===== config.mk =====
export PLATFORM = sky130hd
export DESIGN_NAME = instruction_fetch
export DESIGN_NICKNAME = d
export VERILOG_FILES = /design/src/rtl/instruction_fetch.sv
export SDC_FILE = /design/constraint.sdc
export NUM_CORES = 1
export LEC_CHECK = 0
export CAP_MARGIN = 40
export CORE_AREA = 2 2 83 144
export DETAILED_ROUTE_END_ITERATION = 8
export DIE_AREA = 0 0 85 146
export DONT_BUFFER_PORTS = 1
export PLACE_DENSITY_LB_ADDON = 0.3
export RECOVER_POWER = 100
export SLEW_MARGIN = 40
export SYNTH_ARGS = -nofsm -noshare
export SYNTH_HDL_FRONTEND = slang
export SYNTH_SLANG_ARGS = --single-unit

===== constraint.sdc =====
create_clock -name clk -period 4.1 [get_ports clk]
set_input_delay 0.82 -clock clk [delete_from_list [all_inputs] [get_ports clk]]
set_output_delay 0.82 -clock clk [all_outputs]
set_load 0.02 [all_outputs]

===== src/rtl/instruction_fetch.sv =====
// Instruction fetch sequencer: walks the instruction RAM from a start address,
// issuing each word to the decoder as a single-cycle instr_enable pulse.
module instruction_fetch #(
    parameter int ADDR_WIDTH  = 10,
    parameter int INSTR_WIDTH = 64
) (
    input  logic                   clk,
    input  logic                   rst,
    input  logic                   start,
    input  logic [ADDR_WIDTH-1:0]  start_addr,
    input  logic [15:0]            instr_count,
    input  logic                   stall,
    input  logic                   resume,
    output logic                   mem_rd_en,
    output logic [ADDR_WIDTH-1:0]  mem_rd_addr,
    input  logic [INSTR_WIDTH-1:0] mem_rd_data,
    output logic [INSTR_WIDTH-1:0] instruction,
    output logic                   instr_enable,
    output logic                   busy,
    output logic                   held,
    output logic                   done,
    output logic [15:0]            issued_count
);

    localparam logic [7:0] OP_END  = 8'h82;
    localparam logic [7:0] OP_HOLD = 8'h44;

    typedef enum logic [2:0] {
        S_IDLE,
        S_FETCH,
        S_WAIT,
        S_ISSUE,
        S_HOLD,
        S_DONE
    } state_t;

    state_t                 state;
    state_t                 state_nxt;
    logic [ADDR_WIDTH-1:0]  pc;
    logic [15:0]            remaining;
    logic [INSTR_WIDTH-1:0] ibuf;
    logic                   start_ok;
    logic                   issue_go;
    logic [7:0]             ibuf_op;

    function automatic logic [7:0] opcode_of(input logic [INSTR_WIDTH-1:0] word);
        return word[INSTR_WIDTH-1 -: 8];
    endfunction

    // Address arithmetic is modulo 2^ADDR_WIDTH, so the carry simply drops off.
    function automatic logic [ADDR_WIDTH-1:0] pc_next(input logic [ADDR_WIDTH-1:0] cur);
        return cur + {{(ADDR_WIDTH-1){1'b0}}, 1'b1};
    endfunction

    assign start_ok = start && ((state == S_IDLE) || (state == S_DONE));
    assign issue_go = (state == S_ISSUE) && !stall;
    assign ibuf_op  = opcode_of(ibuf);

    always_ff @(posedge clk) begin
        if (rst) begin
            state <= S_IDLE;
        end else begin
            state <= state_nxt;
        end
    end

    always_comb begin
        state_nxt = state;
        unique case (state)
            S_IDLE, S_DONE: begin
                if (start) begin
                    state_nxt = (instr_count == 16'd0) ? S_DONE : S_FETCH;
                end
            end
            S_FETCH: state_nxt = S_WAIT;
            S_WAIT:  state_nxt = S_ISSUE;
            S_ISSUE: begin
                // End opcode wins over hold, which wins over count exhaustion.
                if (!stall) begin
                    if (ibuf_op == OP_END) begin
                        state_nxt = S_DONE;
                    end else if (ibuf_op == OP_HOLD) begin
                        state_nxt = S_HOLD;
                    end else if (remaining <= 16'd1) begin
                        state_nxt = S_DONE;
                    end else begin
                        state_nxt = S_FETCH;
                    end
                end
            end
            S_HOLD: begin
                if (resume) begin
                    state_nxt = (remaining == 16'd0) ? S_DONE : S_FETCH;
                end
            end
            default: state_nxt = S_IDLE;
        endcase
    end

    always_ff @(posedge clk) begin
        if (rst) begin
            pc           <= '0;
            remaining    <= '0;
            ibuf         <= '0;
            instruction  <= '0;
            instr_enable <= 1'b0;
            issued_count <= '0;
        end else begin
            instr_enable <= issue_go;
            if (start_ok) begin
                pc           <= start_addr;
                remaining    <= instr_count;
                issued_count <= '0;
            end
            // RAM data is valid exactly one cycle after the FETCH strobe.
            if (state == S_WAIT) begin
                ibuf <= mem_rd_data;
            end
            if (issue_go) begin
                instruction  <= ibuf;
                issued_count <= issued_count + 16'd1;
                remaining    <= remaining - 16'd1;
                pc           <= pc_next(pc);
            end
        end
    end

    always_comb begin
        mem_rd_en   = (state == S_FETCH);
        mem_rd_addr = (state == S_FETCH) ? pc : '0;
        busy        = (state != S_IDLE) && (state != S_DONE);
        held        = (state == S_HOLD);
        done        = (state == S_DONE);
    end

endmodule


==> impl_results.md, run 1 <==
* Number of global-route vias before repair at 6070
* Resized Gates After CTS at 0
* Starting Density at 64.1%
* WP data arrival at 3.54 ns
* Crit start category: register
* Critical path type: reg -> reg
* PD cells at 484 nW/um^2
* Post-synth top area share at 48.7%
* CP Capture Type: register
* Root Buffer: clkbuf_16
* Worst-case clock buffer depth at 2
* Primary FF master, synth: dfxtp_1
* Transition time at the pin with the least slew margin at 1.60 ns
* Yosys reg bits at 174
* Hold Buf Count CTS at 0
* Worst-path clk slew at 0.07 ns
* Setup TNS at 0 ns
* Sequential area share after synthesis at a little under 50%
* Failing checks: capacitance limit, slew limit
* Area growth syn-to-layout at 7.32%
* Final period util at 78.0%
* # setup viols final at 0
* Setup Buffers After CTS at 0
* Distinct cell type count after synthesis at 59
* Worst hold stages at 2
* Port bufs at 0
* HP Start: ibuf[11]
* I/O pin cnt at 190
* HPWL Detailed at 12100 microns
* CP peak stage delay at 0.81 ns
* # clock sinks at 174
* Reg2Reg Depth at 6
* Synth top area cells: dfxtp_1 49%, nand2_1 15%, a21oi_1 11%
* Final hold vios at 0
* Mapped Cells at 905
* Min Tclk post-route at 3.20 ns
* Peak VDD IR at between 400 and 500 uV
* Pre-antenna DRT Iters at 6
* Syn_area_per_cell at between 7 and 8 sq um
* Total CTS buffers at 17
* Global-route wire length before repair at 29200 microns
* Dpl cells at approximately 980
* Critical-path cell list: nand4bb_1 -> buf_12 -> clkbuf_1 -> a21oi_1 -> o21ai_0 -> a21oi_1
* Fin. max-slew vios at 18
* Hold endpoint: instruction[11]
* Initial antenna violation count at 0
* RSZ-0062 raised after global routing: no
* Die area at 12400 sq um
* Via density at 6.27
* Max Freq at approximately 310 MHz
* Yosys Warn Count at 0
* Most common cell in the netlist: nand2_1
* Synthesized area at 7160 sq um
* Fill count at 899
* DR WL/cell at 18.0 microns
* GRT overflow at 0
* N_diodes at 0
* Post-synth EDFFs at 0
* Area of the core at 11200 sq um
* Die Height at 146 microns
* Row cnt at 51
* Worst Path Buf+Inv at 2
* Critical path data required time at 4.45 ns
* Worst skew pair latency at 0.42 ns
* Min-Delay Path Class: reg -> reg
* Largest net degree at the start of global routing at about 180
* Die W at around 85 microns
* MaxCap Viol Count at 1
* Crit path max fanout at 40
* RR Endpoint: remaining[5]
* WL final at around 18000 microns
* Syn nets at 1004
* Post-synth top area cell: dfxtp_1
* Worst path most repeated cell: a21oi_1
* Final nets at about 960
* Final Skew at 0.0113 ns
* Vias post-DR at 6330
* Status: finished, violations left
* Antenna viol nets, final at 0
* Reg2reg start: state[0]
* Initial drt markers at around 470
* Most common library cells after synthesis: 277 x nand2_1, 174 x dfxtp_1, 157 x a21oi_1
* Final Non-Filler Cells at 1009
* DRC at 0
* GRT Resource Usage Total at 28.8%
* Slew HR at -6.92%
* CP top delay family: buffers and inverters
* Share of cells above drive strength 1 at 5.47%
* Leak at 0.00251 uW
* Worst reg2reg setup slack at 0.90 ns
* CTS tree: yes
* Synth async-reset ratio at 0%
* GP Congestion at between 0.9 and 1
* H-tree levels at 4
* CP max-delay cell: nand4bb_1
-- cell families after synthesis --
logic type                 synth area share (%)
muxes                                     0.420
and+or+nand+nor                            26.7
xor gates and xnor gates                  0.839
adders and majority gates                 0.699
buffers and inverters                      4.19
DFF                                        48.7
AOI/OAI and AO/OA                          18.5
-- layout make-up --
| cell class | instances | area (sq um) | share of cell area, % |
|---|---|---|---|
| Sequential cell | 174 | 3480 | 45.3 |
| Multi-Input combinational cell | 658 | 3380 | 44.0 |
| Clock buffer | 18 | 429 | 5.59 |
| Tap cell | 132 | 165 | 2.15 |
| Clock inverter | 14 | 154 | 2.00 |
| Timing Repair Buffer | 6 | 47.5 | 0.619 |
| Inverter | 7 | 26.3 | 0.342 |
-- layout by cell type (no fill, tap or decap), types with 3 or more instances in the layout --
cell       instances
nand2_1          277
dfxtp_1          174
a21oi_1          157
nor2_1            33
a31oi_1           19
o21ai_0           17
clkbuf_16         17
nand4_1           13
nand3_1           12
and2_0            11
nor3_1             9
and4_1             8
nor4_1             8
inv_1              7
or4_1              7
a311oi_1           6
o211ai_1           6
o311ai_0           6
xnor2_1            4
nor3b_1            4
a22oi_1            4
ha_1               4
inv_6              4
and3b_1            3
and3_1             3
a211oi_1           3
mux2i_1            3
clkbuf_1           3
clkinv_2           3
-- power by group --
group          total [uW]  switching, uW  internal, uW
logic                 301            198           103
registers            1830           68.9          1760
clock network        1590            682           908
-- stage by stage --
stage / worst slack, ns / hold slack, ns / cell area (sq um) / total power (uW) / util [%]
CTS: 1.29 / 0.441 / 7700 / 3740 / 69.0
detailed placement: 1.33 / 0.437 / 7120 / 2160 / 63.7
global placement: 1.35 / 0.430 / 7110 / 2150 / 63.7
floorplan: 1.90 / 0.432 / 7160 / 2110 / -
global route: 0.710 / 0.460 / 7680 / 3840 / 68.8
finish: 0.902 / 0.449 / 7680 / 3720 / 68.8
-- worst max path at each step --
stage | startpoint | endpoint | slack, ns | cells after the start
2_1_floorplan | state[1] | mem_rd_addr[0] | 1.90 | 4
3_3_place_gp | stall | remaining[14] | 1.35 | 4
3_5_place_dp | stall | remaining[14] | 1.33 | 4
4_1_cts | state[0] | mem_rd_addr[3] | 1.29 | 3
5_1_grt | state[0] | remaining[5] | 0.71 | 6
6_report | state[0] | remaining[5] | 0.90 | 6
-- worst min-delay path: cells and delay by family, from the launching register on --
family          cells  cell delay (ns)
flops               1             0.31
simple gates        1             0.05
compound gates      1             0.05
-- sequential cells by signal, indices dropped and copies added, names as in the netlist --
signal        count
ibuf             64
instr_enable      1
instruction      64
issued_count     16
pc               10
remaining        16
state             3
-- metal layers --
metal | routed length, microns | global-route usage [%]
met1 | 6620 | 32.0
met3 | 1400 | 7.60
met4 | 816 | 14.9
met2 | 9370 | 49.5
met5 | 0 | 0
No activity file was read; power rests on OpenSTA's default activity.
==> run 2: changes to the inputs <==
--- a/config.mk
+++ b/config.mk
@@ -6,9 +6,9 @@
 export NUM_CORES = 1
 export LEC_CHECK = 0
 export CAP_MARGIN = 40
-export CORE_AREA = 2 2 83 144
+export CORE_AREA = 2 2 84 147
 export DETAILED_ROUTE_END_ITERATION = 8
-export DIE_AREA = 0 0 85 146
+export DIE_AREA = 0 0 86 149
 export DONT_BUFFER_PORTS = 1
 export PLACE_DENSITY_LB_ADDON = 0.3
 export RECOVER_POWER = 100
==> constraint.sdc (replaced) <==
create_clock -name clk -period 3.1 [get_ports clk]
set_input_delay 0.62 -clock clk [delete_from_list [all_inputs] [get_ports clk]]
set_output_delay 0.62 -clock clk [all_outputs]
set_load 0.02 [all_outputs]
==> run 2 against run 1 <==
Wire length shrank 0.24%. Setup slack lost 0.50 ns. Core utilization shrank 2.9 points. Non-clock buffer count grew 3. Via count shrank 0.51%. Final cell count grew 0.79%. The flow now finishes without violations. Worst hold slack lost 0.19 ns. Critical path depth shrank 3. Design area grew 0.60%. Clock power grew 35%. Register-to-register slack lost 0.41 ns. Global-route usage shrank 0.63 points.
==> impl_results.md, run 2 (synthesized netlist as in run 1, its figures left out) <==
* Status: complete, no violations
* RSZ-0062 raised after global routing: no
* # clock sinks at roughly 170
* Worst-path clk slew at 0.07 ns
* WP data arrival at about 2.1 ns
* Via density at 6.19
* Die Height at 149 microns
* Setup Buffers After CTS at 0
* Peak VDD IR at 506 uV
* Fill count at 993
* Final Non-Filler Cells at approximately 1000
* Final Skew at 0.00852 ns
* WL final at between 15000 and 20000 microns
* Final Worst Setup Slack at 0.399 ns
* Share of cells above drive strength 1 at 5.91%
* I/O pin cnt at 190
* Pwr Total at 4960 uW
* Row cnt at 53
* Starting Density at 61.0%
* Hold Buf Count CTS at 0
* CP max-delay cell: dfxtp_1
* Area of the core at roughly 12000 sq um
* HPWL Detailed at 12000 microns
* Commonest non-fill, non-tap cell in the layout: nand2_1
* Worst-case clock buffer depth at 2
* Fin. max-slew vios at 0
* Sequential cell area at 3480 sq um
* DR WL/cell at 17.9 microns
* DRC at 0
* Largest net degree at the start of global routing at approximately 180
* Most frequent cells in the layout: 277 x nand2_1, 174 x dfxtp_1, 157 x a21oi_1
* N_diodes at 0
* Final hold vios at 0
* Vias post-DR at roughly 6300
* Dpl cells at 985
* Final nets at a little under 1000
* H-tree levels at 4
* CTS tree: yes
* Post-layout util at 65.8%
* Transition time at the pin with the least slew margin at between 1 and 1.5 ns
* Die area at 12800 sq um
* Pre-CTS setup slack at 0.771 ns
* Crit start category: register
* Critical path data required time at approximately 2.5 ns
* Critical path type: reg -> out
* GRT overflow at 0
* Number of global-route vias before repair at 5975
* Area growth syn-to-layout at 7.97%
* Final period util at between 80 and 90%
* Max Freq at 370 MHz
* Initial antenna violation count at 0
* Die W at about 86 microns
* Min Tclk post-route at 2.70 ns
* Global-route wire length before repair at 28900 microns
* # setup viols final at 0
* Crit path max fanout at 18
* Worst Path Buf+Inv at 1
* CP Capture Type: primary output
* Total CTS buffers at 17
* Pre-antenna DRT Iters at 5
* Min-Delay Path Class: in -> reg
* CP peak stage delay at between 0.7 and 0.8 ns
* Slew HR at between 10% and 20%
* PD cells at 641 nW/um^2
* Leak at approximately 0.0025 uW
* Root Buffer: clkbuf_16
* CP top delay family: flip-flops
* MaxCap Viol Count at 0
* Multi-input gate area at about 3400 sq um
* Worst skew pair latency at 0.42 ns
* Initial drt markers at 442
* Antenna viol nets, final at 0
* Critical-path cell list: nor3b_1 -> buf_4 -> and2_0
* Resized Gates After CTS at 0
* GRT Resource Usage Total at 28.2%
* Port bufs at 0
* Setup TNS at 0 ns
* Largest regs: ibuf x64, instruction x64
* GP Congestion at 0.854
[run 2: changes by cell type in the layout (fill, tap and decap cells not counted), sizes merged]
cell	previous run	this run
inv	12	13
clkinv	5	7
clkinvlp	2	1
clkbuf	21	23
bufinv	2	1
[run 2: final timing paths]
path	slack (ns)	start	cells past startpoint	to
worst max-delay path	0.40	state[0]	3	mem_rd_addr[9]
worst min register to register	0.45	ibuf[0]	2	instruction[0]
worst min-delay path	0.26	rst	1	issued_count[0]
worst max register to register	0.49	state[0]	5	remaining[6]
[run 2: layer usage]
| layer | global-route usage (%) | wire (microns) |
|---|---|---|
| met1 | 31.4 | 6530 |
| met4 | 15.6 | 743 |
| met5 | 0 | 0 |
| met2 | 47.2 | 9430 |
| met3 | 8.47 | 1450 |
[run 2: cell type report]
class                           instances  share of cell area, %
Sequential cell                       174                   45.1
Multi-Input combinational cell        658                   44.0
Clock buffer                           17                   5.50
Clock inverter                         15                   2.27
Tap cell                              137                   2.22
Timing Repair Buffer                    9                  0.631
Inverter                                7                  0.340
[run 2: stage by stage]
stage | hold WS (ns) | instance area (sq um)
after global placement | 0.430 | 7150
after detailed placement | 0.438 | 7150
after floorplan | 0.432 | 7160
after global routing | 0.243 | 7730
after CTS | 0.258 | 7750
final | 0.263 | 7730
[run 2: report_power, final]
group          internal (uW)  switching, uW
sequential              2320           92.8
combinational            139            264
clock                   1150            984
total                   3620           1340
==> run 3: changes to the inputs <==
--- a/config.mk
+++ b/config.mk
@@ -6,9 +6,9 @@
 export NUM_CORES = 1
 export LEC_CHECK = 0
 export CAP_MARGIN = 40
-export CORE_AREA = 2 2 84 147
+export CORE_AREA = 2 2 110 112
 export DETAILED_ROUTE_END_ITERATION = 8
-export DIE_AREA = 0 0 86 149
+export DIE_AREA = 0 0 112 114
 export DONT_BUFFER_PORTS = 1
 export PLACE_DENSITY_LB_ADDON = 0.3
 export RECOVER_POWER = 100
==> constraint.sdc (replaced) <==
create_clock -name clk -period 2.5 [get_ports clk]
set_input_delay 0.5 -clock clk [delete_from_list [all_inputs] [get_ports clk]]
set_output_delay 0.5 -clock clk [all_outputs]
set_load 0.02 [all_outputs]
==> run 3 against run 2 <==
Non-clock buffer count increased by 10. Largest cell class unchanged. Die area fell by 0.36%. Clock-buffer cell count up 4. Largest power group unchanged.
==> impl_results.md, run 3 (synthesized netlist as in run 1, its figures left out) <==
* Area growth syn-to-layout at 9.51%
* Post-route cell area at 7840 sq um
* Root Buffer: clkbuf_16
* Critical path data required time at about 2.0 ns
* Initial antenna violation count at 0
* RSZ-0062 raised after global routing: no
* Leak at 0.00260 uW
* Final nets at around 980
* Global-route wire length before repair at ~28000 microns
* Worst-case clock buffer depth at 2
* # clock sinks at 174
* Crit path launch: state[0]
* Share of cells above drive strength 1 at 6.64%
* Worst reg2reg setup slack at 0.23 ns
* GRT Resource Usage Total at 26.9%
* Resized Gates After CTS at 1
* Crit path max fanout at 11
* Die Height at around 110 microns
* N_diodes at 0
* DRT met1 WL at 7010 microns
* Via density at 6.08
* Fill count at roughly 970
* Peak VDD IR at 604 uV
* Pre-CTS setup slack at 0.411 ns
* Pwr Total at ~6300 uW
* GRT overflow at 0
* Starting Density at between 60% and 70%
* Max Freq at 423 MHz
* Dpl cells at roughly 1000
* Final Non-Filler Cells at 1036
* Post-DP Area at 7250 sq um
* Multi-input gate area at 3400 sq um
* Fin. max-slew vios at 0
* Port bufs at 0
* Final Skew at 0.00966 ns
* Largest regs: ibuf x64, instruction x64
* Die W at 112 microns
* Sequential cell area at 3480 sq um
* MaxCap Viol Count at 0
* I/O pin cnt at 190
* Largest net degree at the start of global routing at 177
* DR WL/cell at 16.9 microns
* Critical path type: reg -> out
* Most frequent cells in the layout: 277 x nand2_1, 173 x dfxtp_1, 157 x a21oi_1
* Top sig layer: met4
* Setup Buffers After CTS at 0
* Worst-path clk slew at approximately 0.06 ns
* Hold Buf Count CTS at 0
* Slew HR at 49.9%
* Commonest non-fill, non-tap cell in the layout: nand2_1
* Reg2Reg Depth at 5
* WL met3 at 1660 microns
* Total CTS buffers at 17
* Crit start category: register
* Final hold vios at 0
* Die area at 12800 sq um
* Min Tclk post-route at roughly 2.4 ns
* Transition time at the pin with the least slew margin at 0.751 ns
* PD cells at ~800 nW/um^2
* DRC at 0
* WL final at 17500 microns
* Row cnt at 40
* WP data arrival at ~1.9 ns
* Worst Setup EP: mem_rd_addr[7]
* Final Worst Setup Slack at 0.135 ns
* Initial drt markers at 634
* HPWL Detailed at 11700 microns
* Reg2reg start: state[2]
* Area of the core at 11700 sq um
* Final period util at 94.6%
* Worst skew pair latency at 0.42 ns
* Vias post-DR at 6303
* Setup TNS at 0 ns
* H-tree levels at 4
* Min-Delay Path Class: in -> reg
* Antenna viol nets, final at 0
* Metal2 WL at approximately 8600 microns
* GP Congestion at around 0.9
* CTS tree: yes
* RR Endpoint: remaining[7]
* CP Capture Type: primary output
* Status: complete, no violations
* Number of global-route vias before repair at 5644
* Pre-antenna DRT Iters at 5
* # setup viols final at 0
-- run 3: changes by cell type in the layout (fill, tap and decap cells not counted), moves of 2 or more --
cell	change
clkinv_8	-2
clkinv_4	-3
buf_4	+8
and2_0	-10
inv_8	-5
clkinv_2	+2
clkbuf_1	+4
bufinv_16	+3
and2_1	+10
-- run 3: worst min path at each step --
| stage | from | to | slack, ns | cells past startpoint |
|---|---|---|---|---|
| 6_report | rst | pc[7] | 0.14 | 1 |
| 5_1_grt | rst | state[0] | 0.12 | 1 |
| 4_1_cts | rst | state[0] | 0.14 | 1 |
| 3_5_place_dp | ibuf[47] | instruction[47] | 0.44 | 2 |
| 3_3_place_gp | ibuf[33] | instruction[33] | 0.43 | 2 |
| 2_1_floorplan | ibuf[0] | instruction[0] | 0.43 | 2 |
-- run 3: layout make-up --
| cell class | count | share of cell area (%) |
|---|---|---|
| clock inverter | 10 | 2.06 |
| timing repair buffer | 19 | 1.72 |
| inverter | 7 | 0.335 |
| sequential | 174 | 44.5 |
| clock buffer | 21 | 5.75 |
| tap | 147 | 2.35 |
| multi-input combinational | 658 | 43.3 |
-- run 3: layer usage --
layer / vias to the layer above / global-route usage [%]
li1: 3076 / -
met1: 2937 / 32.7
met3: 21 / 9.83
met2: 269 / 44.1
met5: - / 0
met4: 0 / 9.92
-- run 3: power by group --
group	internal, uW	switching, uW	leakage (uW)
Clock	1700	1050	0.000302
Sequential	2890	110	0.00141
Combinational	192	329	0.000888
Total	4770	1490	0.00260
-- run 3: through the flow --
| stage | hold WS, ns | util, % |
|---|---|---|
| 3_5_place_dp | 0.437 | 61.9 |
| 2_1_floorplan | 0.432 | - |
| 6_report | 0.136 | 66.9 |
| 3_3_place_gp | 0.430 | 61.9 |
| 5_1_grt | 0.121 | 66.9 |
| 4_1_cts | 0.135 | 67.1 |
-- run 3: worst max-delay path: stages, from the launching register on --
cell	delay, ns
dfxtp_2	0.46
buf_4	0.21
nor3b_1	0.26
buf_4	0.25
and2_1	0.26
